[config.mk]
export PLATFORM = sky130hd
export DESIGN_NAME = adc_axis_packer_flat
export DESIGN_NICKNAME = d
export VERILOG_FILES = /design/src/rtl/adc_axis_packer_pkg.sv /design/src/rtl/adc_axis_packer_if.sv /design/src/rtl/adc_axis_packer_fifo.sv /design/src/rtl/adc_axis_packer.sv /design/src/flat_wrapper.sv
export SDC_FILE = /design/constraint.sdc
export NUM_CORES = 1
export LEC_CHECK = 0
export ABC_AREA = 0
export CORE_ASPECT_RATIO = 0.8
export CORE_UTILIZATION = 55
export CTS_CLUSTER_DIAMETER = 200
export CTS_CLUSTER_SIZE = 8
export DETAILED_ROUTE_END_ITERATION = 10
export PLACE_DENSITY = 0.74
export SYNTH_ARGS = -nofsm -noshare
export SYNTH_HDL_FRONTEND = slang
export SYNTH_SLANG_ARGS = --single-unit
export TNS_END_PERCENT = 20
[constraint.sdc]
create_clock -name m_axis_aclk -period 2.7 [get_ports m_axis_aclk]
set_input_delay 0.54 -clock m_axis_aclk [delete_from_list [all_inputs] [get_ports m_axis_aclk]]
set_output_delay 0.54 -clock m_axis_aclk [all_outputs]
set_load 0.005 [all_outputs]
[src/rtl/adc_axis_packer_pkg.sv]
// Shared types for the hydrophone sample path (packer and max-finder).
package adc_stream_pkg;
  localparam int NUM_CH = 4;
  localparam int LANE_W = 16;

  typedef logic signed [NUM_CH-1:0][LANE_W-1:0] sample_set_t;

  typedef enum logic [1:0] {IDLE, BEAT0, BEAT1} pack_state_t;

  // Lane pair for one stream beat: hi=0 -> {ch1,ch0}, hi=1 -> {ch3,ch2}.
  function automatic logic [2*LANE_W-1:0] lane_pair(sample_set_t s, logic hi);
    return hi ? {s[3], s[2]} : {s[1], s[0]};
  endfunction
endpackage

[src/rtl/adc_axis_packer_if.sv]
// AXI4-Stream master/slave bundle carrying packed ADC lane pairs.
interface adc_axis_if #(parameter int DW = 32);
  logic [DW-1:0] tdata;
  logic          tvalid;
  logic          tready;
  logic          tlast;

  modport master (output tdata, tvalid, tlast, input tready);
  modport slave  (input tdata, tvalid, tlast, output tready);
endinterface

[src/rtl/adc_axis_packer_fifo.sv]
// Small register FIFO; a push into a full FIFO is taken when a pop happens
// in the same cycle. rd_next exposes the entry behind the head so the
// consumer can start the following frame without a bubble.
module sync_fifo #(
  parameter int WIDTH = 64,
  parameter int DEPTH = 8,
  localparam int AW = $clog2(DEPTH),
  localparam int LW = AW + 1
) (
  input  logic             clk,
  input  logic             rst_n,
  input  logic             push,
  input  logic             pop,
  input  logic [WIDTH-1:0] wr_data,
  output logic [WIDTH-1:0] rd_data,
  output logic [WIDTH-1:0] rd_next,
  output logic             full,
  output logic             empty,
  output logic [LW-1:0]    level
);
  logic [DEPTH-1:0][WIDTH-1:0] mem_q;
  logic [AW-1:0]               wr_ptr_q, rd_ptr_q;
  logic [LW-1:0]               level_q;
  logic                        do_push, do_pop;

  assign empty   = (level_q == '0);
  assign full    = (level_q == LW'(DEPTH));
  assign level   = level_q;
  assign do_pop  = pop && !empty;
  assign do_push = push && (!full || do_pop);
  assign rd_data = mem_q[rd_ptr_q];
  assign rd_next = mem_q[AW'(rd_ptr_q + AW'(1))];

  // Storage needs no reset: pointers and level define what is valid.
  always_ff @(posedge clk) begin
    if (do_push) mem_q[wr_ptr_q] <= wr_data;
  end

  // Pointer and occupancy bookkeeping.
  always_ff @(posedge clk or negedge rst_n) begin
    if (!rst_n) begin
      wr_ptr_q <= '0;
      rd_ptr_q <= '0;
      level_q  <= '0;
    end else begin
      if (do_push) wr_ptr_q <= AW'(wr_ptr_q + AW'(1));
      if (do_pop)  rd_ptr_q <= AW'(rd_ptr_q + AW'(1));
      case ({do_push, do_pop})
        2'b10:   level_q <= level_q + LW'(1);
        2'b01:   level_q <= level_q - LW'(1);
        default: level_q <= level_q;
      endcase
    end
  end
endmodule

[src/rtl/adc_axis_packer.sv]
// ADC 4-channel sample-set packer: captures sets into a FIFO and emits each
// as a 2-beat AXI4-Stream frame ({ch1,ch0} then {ch3,ch2} with tlast).
// Optional macro ADC_TEST_PATTERN_EN adds a test_mode input that replaces
// accepted sets with a ramp {base+3,base+2,base+1,base}.
module adc_axis_packer
  import adc_stream_pkg::*;
#(
  parameter int C_M_AXIS_TDATA_WIDTH = 32,
  parameter int SAMPLE_WIDTH         = 16,
  parameter int FIFO_DEPTH           = 8,
  parameter int DROP_CNT_WIDTH       = 16,
  localparam int LW = $clog2(FIFO_DEPTH) + 1
) (
  input  logic                      m_axis_aclk,
  input  logic                      m_axis_aresetn,
  input  logic                      sample_valid,
  input  logic [SAMPLE_WIDTH-1:0]   sample_ch0,
  input  logic [SAMPLE_WIDTH-1:0]   sample_ch1,
  input  logic [SAMPLE_WIDTH-1:0]   sample_ch2,
  input  logic [SAMPLE_WIDTH-1:0]   sample_ch3,
  input  logic                      overflow_clr,
`ifdef ADC_TEST_PATTERN_EN
  input  logic                      test_mode,
`endif
  adc_axis_if.master                m_axis,
  output logic [LW-1:0]             fifo_level,
  output logic                      overflow,
  output logic [DROP_CNT_WIDTH-1:0] drop_count
);
  if (C_M_AXIS_TDATA_WIDTH != 32) begin : g_bad_tdata_w
    $error("adc_axis_packer: C_M_AXIS_TDATA_WIDTH must be 32");
  end
  if (SAMPLE_WIDTH < 1 || SAMPLE_WIDTH > LANE_W) begin : g_bad_sample_w
    $error("adc_axis_packer: SAMPLE_WIDTH must be 1..16");
  end
  if (FIFO_DEPTH < 2 || (FIFO_DEPTH & (FIFO_DEPTH - 1)) != 0) begin : g_bad_depth
    $error("adc_axis_packer: FIFO_DEPTH must be a power of 2, >= 2");
  end

  logic clk, rst_n;
  logic [1:0] rst_sync_q;

  assign clk   = m_axis_aclk;
  assign rst_n = rst_sync_q[1];

  // Reset asserts immediately, releases two clocks after aresetn rises.
  always_ff @(posedge clk or negedge m_axis_aresetn) begin
    if (!m_axis_aresetn) rst_sync_q <= 2'b00;
    else                 rst_sync_q <= {rst_sync_q[0], 1'b1};
  end

  // Lane widening: each raw sample is sign-extended to a full lane.
  logic [NUM_CH-1:0][SAMPLE_WIDTH-1:0] raw;
  sample_set_t adc_set, wr_set, head_set, next_set, fifo_next;

  assign raw = {sample_ch3, sample_ch2, sample_ch1, sample_ch0};

  for (genvar g = 0; g < NUM_CH; g++) begin : g_lane
    assign adc_set[g] = LANE_W'($signed(raw[g]));
  end

  logic push, pop, drop, full, empty, more;
  pack_state_t state_q, state_d;
  logic        tvalid_q, tvalid_d, tlast_q, tlast_d;
  logic [31:0] tdata_q, tdata_d;

  assign pop  = (state_q == BEAT1) && tvalid_q && m_axis.tready;
  assign push = sample_valid && (!full || pop);
  assign drop = sample_valid && full && !pop;

`ifdef ADC_TEST_PATTERN_EN
  logic [LANE_W-1:0] base_q;
  sample_set_t       ramp_set;

  // Ramp base advances once per accepted set.
  always_ff @(posedge clk or negedge rst_n) begin
    if (!rst_n)    base_q <= '0;
    else if (push) base_q <= base_q + LANE_W'(4);
  end

  for (genvar g = 0; g < NUM_CH; g++) begin : g_ramp
    assign ramp_set[g] = base_q + LANE_W'(g);
  end

  assign wr_set = test_mode ? ramp_set : adc_set;
`else
  assign wr_set = adc_set;
`endif

  sync_fifo #(.WIDTH(NUM_CH * LANE_W), .DEPTH(FIFO_DEPTH)) u_fifo (
    .clk     (clk),
    .rst_n   (rst_n),
    .push    (push),
    .pop     (pop),
    .wr_data (wr_set),
    .rd_data (head_set),
    .rd_next (fifo_next),
    .full    (full),
    .empty   (empty),
    .level   (fifo_level)
  );

  // Set that follows the one being popped: the next stored entry, or the
  // set being written this cycle when the head is the only one stored.
  assign more     = (fifo_level > LW'(1)) || push;
  assign next_set = (fifo_level > LW'(1)) ? fifo_next : wr_set;

  // Frame sequencer: next state and next registered stream outputs.
  always_comb begin
    state_d  = state_q;
    tvalid_d = tvalid_q;
    tlast_d  = tlast_q;
    tdata_d  = tdata_q;
    case (state_q)
      IDLE: if (!empty) begin
        state_d  = BEAT0;
        tvalid_d = 1'b1;
        tlast_d  = 1'b0;
        tdata_d  = lane_pair(head_set, 1'b0);
      end
      BEAT0: if (tvalid_q && m_axis.tready) begin
        state_d = BEAT1;
        tlast_d = 1'b1;
        tdata_d = lane_pair(head_set, 1'b1);
      end
      BEAT1: if (tvalid_q && m_axis.tready) begin
        tlast_d = 1'b0;
        if (more) begin
          state_d = BEAT0;
          tdata_d = lane_pair(next_set, 1'b0);
        end else begin
          state_d  = IDLE;
          tvalid_d = 1'b0;
        end
      end
      default: state_d = IDLE;
    endcase
  end

  // Sequencer state and stream output registers.
  always_ff @(posedge clk or negedge rst_n) begin
    if (!rst_n) begin
      state_q  <= IDLE;
      tvalid_q <= 1'b0;
      tlast_q  <= 1'b0;
      tdata_q  <= '0;
    end else begin
      state_q  <= state_d;
      tvalid_q <= tvalid_d;
      tlast_q  <= tlast_d;
      tdata_q  <= tdata_d;
    end
  end

  assign m_axis.tvalid = tvalid_q;
  assign m_axis.tlast  = tlast_q;
  assign m_axis.tdata  = tdata_q;

  logic                      ovf_q;
  logic [DROP_CNT_WIDTH-1:0] drop_q;

  // Drop tracking; a clear in the same cycle as a drop still counts it.
  always_ff @(posedge clk or negedge rst_n) begin
    if (!rst_n) begin
      ovf_q  <= 1'b0;
      drop_q <= '0;
    end else if (overflow_clr) begin
      ovf_q  <= drop;
      drop_q <= DROP_CNT_WIDTH'(drop);
    end else if (drop) begin
      ovf_q <= 1'b1;
      if (drop_q != {DROP_CNT_WIDTH{1'b1}}) drop_q <= drop_q + DROP_CNT_WIDTH'(1);
    end
  end

  assign overflow   = ovf_q;
  assign drop_count = drop_q;
endmodule

[src/flat_wrapper.sv]
// flat-port wrapper written by rule: the top's interface ports become plain ports
module adc_axis_packer_flat import adc_stream_pkg::*;
#(
  parameter int C_M_AXIS_TDATA_WIDTH = 32,
  parameter int SAMPLE_WIDTH         = 16,
  parameter int FIFO_DEPTH           = 8,
  parameter int DROP_CNT_WIDTH       = 16,
  localparam int LW = $clog2(FIFO_DEPTH) + 1
)
  (m_axis_aclk, m_axis_aresetn, sample_valid, sample_ch0, sample_ch1, sample_ch2, sample_ch3, overflow_clr, fifo_level, overflow, drop_count, m_axis_tdata, m_axis_tvalid, m_axis_tlast, m_axis_tready);
  adc_axis_if m_axis_i ();
  input  logic m_axis_aclk;
  input  logic m_axis_aresetn;
  input  logic sample_valid;
  input  logic [SAMPLE_WIDTH-1:0] sample_ch0;
  input  logic [SAMPLE_WIDTH-1:0] sample_ch1;
  input  logic [SAMPLE_WIDTH-1:0] sample_ch2;
  input  logic [SAMPLE_WIDTH-1:0] sample_ch3;
  input  logic overflow_clr;
  output logic [LW-1:0] fifo_level;
  output logic overflow;
  output logic [DROP_CNT_WIDTH-1:0] drop_count;
  output wire logic [$bits(m_axis_i.tdata)-1:0] m_axis_tdata;
  output wire logic [$bits(m_axis_i.tvalid)-1:0] m_axis_tvalid;
  output wire logic [$bits(m_axis_i.tlast)-1:0] m_axis_tlast;
  input wire logic [$bits(m_axis_i.tready)-1:0] m_axis_tready;
  assign m_axis_tdata = m_axis_i.tdata;
  assign m_axis_tvalid = m_axis_i.tvalid;
  assign m_axis_tlast = m_axis_i.tlast;
  assign m_axis_i.tready = m_axis_tready;
  adc_axis_packer #(.C_M_AXIS_TDATA_WIDTH(C_M_AXIS_TDATA_WIDTH), .SAMPLE_WIDTH(SAMPLE_WIDTH), .FIFO_DEPTH(FIFO_DEPTH), .DROP_CNT_WIDTH(DROP_CNT_WIDTH)) u_core (.m_axis_aclk(m_axis_aclk), .m_axis_aresetn(m_axis_aresetn), .sample_valid(sample_valid), .sample_ch0(sample_ch0), .sample_ch1(sample_ch1), .sample_ch2(sample_ch2), .sample_ch3(sample_ch3), .overflow_clr(overflow_clr), .m_axis(m_axis_i), .fifo_level(fifo_level), .overflow(overflow), .drop_count(drop_count));
endmodule
=== After elaboration in Yosys (flattened, before gate mapping) ===
Index checks and enable logic that the tools add are counted.

* Bits in registers: 577
* Output and inout port bits: 55
* Logic and storage cells: 98

* $add $sub $neg: 5
* $lt $le $gt $ge: 5
* Equality and inequality tests: 11
* Mux-type cells: 32
* Reduce and logical (&&, ||, !) cells: 27

{| class="wikitable"
|+ Operators with widths
! cell !! number
|-
| $bwmux 512 || 1
|-
| $bmux 64 s3 || 2
|-
| $demux 64 s3 || 1
|-
| $mux 32 || 6
|-
| $mux 64 || 2
|-
| $pmux 32 s3 || 1
|-
| $mux 16 || 3
|-
| $add 16x1->16 const B || 1
|-
| $ne 16x16->1 const B || 1
|-
| $lt 3x4->1 const B || 3
|-
| $logic_and 1x1->1 || 9
|-
| $mux 1 || 9
|-
| $pmux 4 s2 || 1
|-
| $reduce_and 4->1 || 2
|-
| $reduce_bool 2->1 || 4
|-
| $add 3x1->3 const B || 2
|-
| $mux 2 || 3
|-
| $ne 2x2->1 const B || 3
|-
| $pmux 2 s3 || 1
|-
| $reduce_and 5->1 || 1
|-
| $add 4x1->4 const B || 1
|-
| $eq 2x1->1 const B || 2
|-
| $eq 2x2->1 const B || 2
|-
| $eq 4x4->1 const B || 1
|-
| 13 further kinds || 18
|}

=== Depth between registers and ports, before layout ===
* Word-level depth: 9
* Mapped depth: 10
* Gate-level depth less buffers: 8

=== Hierarchy ===
A second synthesis with hierarchy kept.

* Cell total of the unflattened synthesis: 1391
* Area, all modules: 27076.0 um^2

{| class="wikitable"
|+ Modules (own cells, without submodules)
! module !! times used !! cells an instance !! area an instance (um^2)
|-
| sync_fifo || 1 || 1036 || 23640.2
|-
| adc_axis_packer || 1 || 355 || 3435.8
|}

=== Worst setup path before layout ===
OpenSTA, ideal clock, no wires.

* Path type: register to register
* From: register u_core.state_q[0]
* To: register u_core.u_fifo.mem_q[0] (netlist bit), enable pin
* Setup time: 644 ps
* Arrival time: 7303 ps
* Required time: 2056 ps
* Setup slack: -5246 ps
* Stages on the path, launching flop included: 8
* Path buffers: 2
* Clock period less this slack: 7946 ps
* Path through: dfrtp_1 inv_1 ha_1 buf_6 and3_4 buf_6 o31ai_2 nor4_1

* Cells in the longest elaborated chain, start to end: 6
* Elaborated cells between the ends (all ways): 8
* Those cells by class: eq/ne (1); reduce/logical (7)

{| class="wikitable"
|+ RTL lines
! item !! RTL line !! RTL
|-
| start, declared || adc_axis_packer.sv:63 || <nowiki>pack_state_t state_q, state_d;</nowiki>
|-
| start signal, assigned || adc_axis_packer.sv:148 || <nowiki>state_q <= state_d;</nowiki>
|-
| $eq 2x2->1 (*) || adc_axis_packer.sv:67 || <nowiki>assign pop = (state_q == BEAT1) && tvalid_q && m_axis.tready;</nowiki>
|-
| $logic_and 1x1->1 (*) (2 in a row) || adc_axis_packer.sv:67 ||
|-
| $logic_or 1x1->1 or $logic_and 1x1->1 (tied branches) || adc_axis_packer.sv:68, adc_axis_packer_fifo.sv:29 ||
|-
| $logic_and 1x1->1 or $logic_or 1x1->1 (tied branches) || adc_axis_packer.sv:68, adc_axis_packer_fifo.sv:30 ||
|-
| $logic_and 1x1->1 (*) || adc_axis_packer_fifo.sv:30 || <nowiki>assign do_push = push && (!full || do_pop);</nowiki>
|-
| end signal, assigned by index || adc_axis_packer_fifo.sv:36 || <nowiki>if (do_push) mem_q[wr_ptr_q] <= wr_data;</nowiki>
|-
| end, declared || adc_axis_packer_fifo.sv:21 || <nowiki>logic [DEPTH-1:0][WIDTH-1:0] mem_q;</nowiki>
|}

Every way passes the cells marked *; elsewhere a longest branch is shown, timed or not.
A chain may end at the register's enable or synchronous reset.

=== Worst setup path after layout ===
* From: register u_core.u_fifo.rd_ptr_q[0]
* To: register u_core.tdata_q[14], in the netlist u_core.m_axis.tdata[14]

* Cells in the longest elaborated chain, start to end: 7
* Elaborated cells between the ends (all ways): 11
* Those cells by class: add/sub (1); mux (10)

{| class="wikitable"
|+ RTL lines
! item !! RTL line !! RTL
|-
| start, declared || adc_axis_packer_fifo.sv:22 || <nowiki>logic [AW-1:0] wr_ptr_q, rd_ptr_q;</nowiki>
|-
| start signal, assigned || adc_axis_packer_fifo.sv:47 || <nowiki>if (do_pop) rd_ptr_q <= AW'(rd_ptr_q + AW'(1));</nowiki>
|-
| $add 3x1->3 || adc_axis_packer_fifo.sv:32 || <nowiki>assign rd_next = mem_q[AW'(rd_ptr_q + AW'(1))];</nowiki>
|-
| $bmux 64 s3 || adc_axis_packer_fifo.sv:32 ||
|-
| $mux 32 (implied by the code) || adc_axis_packer_fifo.sv:32 ||
|-
| $mux 32 || adc_axis_packer.sv:106 || <nowiki>assign next_set = (fifo_level > LW'(1)) ? fifo_next : wr_set;</nowiki>
|-
| $mux 32 || adc_axis_packer.sv:128 || <nowiki>if (more) begin</nowiki>
|-
| $mux 32 || adc_axis_packer.sv:126 || <nowiki>BEAT1: if (tvalid_q && m_axis.tready) begin</nowiki>
|-
| $pmux 32 s3 (*) || adc_axis_packer.sv:114 || <nowiki>case (state_q)</nowiki>
|-
| end signal, assigned || adc_axis_packer.sv:151 || <nowiki>tdata_q <= tdata_d;</nowiki>
|-
| end, declared || adc_axis_packer.sv:65 || <nowiki>logic [31:0] tdata_q, tdata_d;</nowiki>
|}

Every way passes the cells marked *; elsewhere a longest branch is shown, timed or not. The select of a mux whose other input is x is not followed.

==> impl_metrics.yaml <==
run_status:
  status: "finished clean"
synthesis:
  synth_edf_count: 512
  synth_area_per_cell_um2: 14.7
  synthDistinctLibCells: 55
  async_flop_share: 0.113
  synth_nets: 1780
  synth_area_um2: 25000
  yosys_warnings: 0
  ys_ff_latch: 577
  yosysSeqAreaShare: 0.679
  syn_inst: 1699
  synth_top_flop_cell: "edfxtp_1"
run:
  max-cap-violations: 0
cts:
  clock_sinks: 577
  clkLatencyLatePin_ns: 0.61
  clk_pin_slew_ns: 0.05
  htreeDepth: 3
  cts_tree: "built"
  cts_made_buffers: 82
  cts_hold_buf: 0
  root_buffer: "clkbuf_16"
  cts_buffer_depth: 3
die:
  rows: 69
  dieArea_um2: 46400
  core_region_area_um2: 44600
  pin_count: 124
  start_util: 0.561
  fp.dieW_um: 241
  die_h_um: 193
finish:
  synthToLayoutAreaGrowth_pct: 19.3
  final_core_util: 0.669
  drive_above_1_share: 0.211
  diodes: 0
  nNetsFinal: 1935
place:
  hpwlAfterDp_um: 36700
  pre_cts_ws_ns: -0.0476
  io_buffer_count: 123
  gp_congestion: 0.886
sta:
  setup_slack_ns: 0.183
  hold_violations: 0
  tns_ns: 0
  slew_violations: 0
  tightest_slew_ns: 1.00
  rsz0062_at_grt: "no"
  finalCriticalPeriod_ns: 2.52
  fmax_ghz: 0.397
  setup_viol: 0
  clock-skew-final_ns: 0.0185
  whs_ns: 0.101
  finalCritPeriodShare: 0.932
  maxSlewHeadroom: 0.333
setup_path:
  cp_common_cell: "a21oi_1"
  cp.arrival_ns: 2.98
  slowest_delay_ns: 0.57
  path_class: "flop to flop"
  path_buf_inv: 2
  path_cells: "ha_1, inv_1, o2111ai_4, buf_12, a21oi_1, a2111oi_0, a21oi_1"
  crit_fanout: 32
  critPathSlowestCell: "dfrtp_4"
  cpLargestDelayFamily: "compound AO/OA/AOI/OAI gates"
  cp-end-kind: "flop"
  crit_required_ns: 3.17
  start_kind: "flop"
global_routing:
  grt_overflow: 0
  grt_usage: 0.276
  antenna_found_initial: 0
  grt_max_degree: 108
  grt_pass1_vias: 15723
  grt_pass1_wl_um: 94600
route:
  routedWlPerCell_um: 25.0
  first_iter_violations: 1718
  vias: 15928
  drt-vias-per-instance: 6.33
  wl_um: 63000
  first_pass_iters: 9
  drc: 0
  ant_nets: 0
power_and_ir_drop:
  ir_drop_mv: 0.824
  power_leakage_uw: 0.0100
  power_density_nw_per_um2: 1160
min_path:
  min_path_type: "primary input to async pin"
[area by class of cell]
class                           instances  area [um^2]
Clock inverter                          5         80.1
Fill cell                            3030        14800
Clock buffer                          137         2300
Multi-Input combinational cell        999         7590
Sequential cell                       577        17000
Inverter                               11         41.3
Timing Repair Buffer                  183         2090
Tap cell                              603          754
[cell usage after synthesis (all sizes together), types with 8 or more instances]
cell type / number / area [um^2]
mux2: 161 / 1810
clkbuf: 57 / 214
buf: 55 / 330
ha: 12 / 150
nand2: 274 / 1030
xor2: 8 / 70.1
inv: 11 / 41.3
nor2: 50 / 190
o21ai: 9 / 48.8
nor3: 38 / 190
xnor2: 10 / 87.6
dfrtp: 65 / 1630
mux4: 64 / 1440
edfxtp: 512 / 15400
o22ai: 65 / 407
o221ai: 31 / 272
a21oi: 172 / 861
a2111oi: 32 / 280
[routing by layer]
metal,GRT usage,up-vias,wire [um]
met1,0.392,8029,26300
li1,-,6895,-
met2,0.422,852,29000
met3,0.0574,152,5640
met5,0,-,0
met4,0.108,0,2030
[metrics by stage]
stage | total power, uW | area, um^2 | cells
after floorplan | 20500 | 25100 | 1699
after global placement | 24700 | 27500 | 2373
after detailed placement | 25100 | 27500 | 2373
after CTS | 34500 | 29900 | 2515
after global routing | 36100 | 29900 | 2515
final | 34500 | 29900 | 2515
[cells in the final DEF, fill, tap and decap left out, types with 11 or more instances in the layout]
master             n
dfrtp_1           61
buf_4             27
clkbuf_1          53
clkdlybuf4s50_1  123
nor2_1            46
a21oi_1          172
inv_1             11
nand2_1          273
a2111oi_0         30
o221ai_1          31
edfxtp_1         512
o22ai_1           65
mux4_2            64
buf_12            33
clkbuf_16         84
mux2_2           161
ha_1              11
nor3_1            34
[power by group]
group          switching (uW)  leakage (uW)  total, uW  internal [uW]
clock network            3650       0.00113       9410           5760
logic                    7490       0.00347      12900           5370
registers                 883       0.00544      12300          11400
total                   12000        0.0100      34500          22500
[registers in the layout, summed over array words and instances, names as in the netlist]
signal and count:
u_core.drop_count 16, u_core.m_axis.tdata 32, u_core.m_axis.tlast 1, u_core.m_axis.tvalid 1
u_core.overflow 1, u_core.rst_sync_q 2, u_core.state_q 2, u_core.u_fifo.level 4
u_core.u_fifo.mem_q 512, u_core.u_fifo.rd_ptr_q 3, u_core.u_fifo.wr_ptr_q 3
[logic make-up after synthesis]
family / count (synthesis) / share of synthesized area
fa+ha+maj: 12 / 0.00599
compound gates: 335 / 0.0861
other cells: 1 / 0.000150
simple gates: 407 / 0.0690
mux: 226 / 0.130
xor+xnor: 18 / 0.00629
buf+inv: 123 / 0.0234
flops: 577 / 0.679
[path summary, 6_finish.rpt]
| check | from | end | slack [ns] | cells after the start |
|---|---|---|---|---|
| worst max-delay path | u_core.u_fifo.rd_ptr_q[0] | u_core.m_axis.tdata[14] | 0.18 | 7 |
| max in group asynchronous | u_core.rst_sync_q[1] | u_core.m_axis.tdata[17] | 1.68 | 1 |
| worst min register to register | u_core.rst_sync_q[1] | u_core.m_axis.tlast | 0.35 | 0 |
| worst max register to register | u_core.u_fifo.rd_ptr_q[0] | u_core.m_axis.tdata[14] | 0.18 | 7 |
| min in group m_axis_aclk | u_core.rst_sync_q[0] | u_core.rst_sync_q[1] | 0.35 | 0 |
| worst min-delay path | m_axis_aresetn | u_core.rst_sync_q[1] | 0.10 | 1 |
[repair_timing]
item                                    4_1_cts  5_1_grt
gates resized for setup                       1        3
setup buffers                                 0        0
endpoints found under the setup margin        1       12
hold endpoints to repair                      0        0
(Power assumes the default switching activity.)
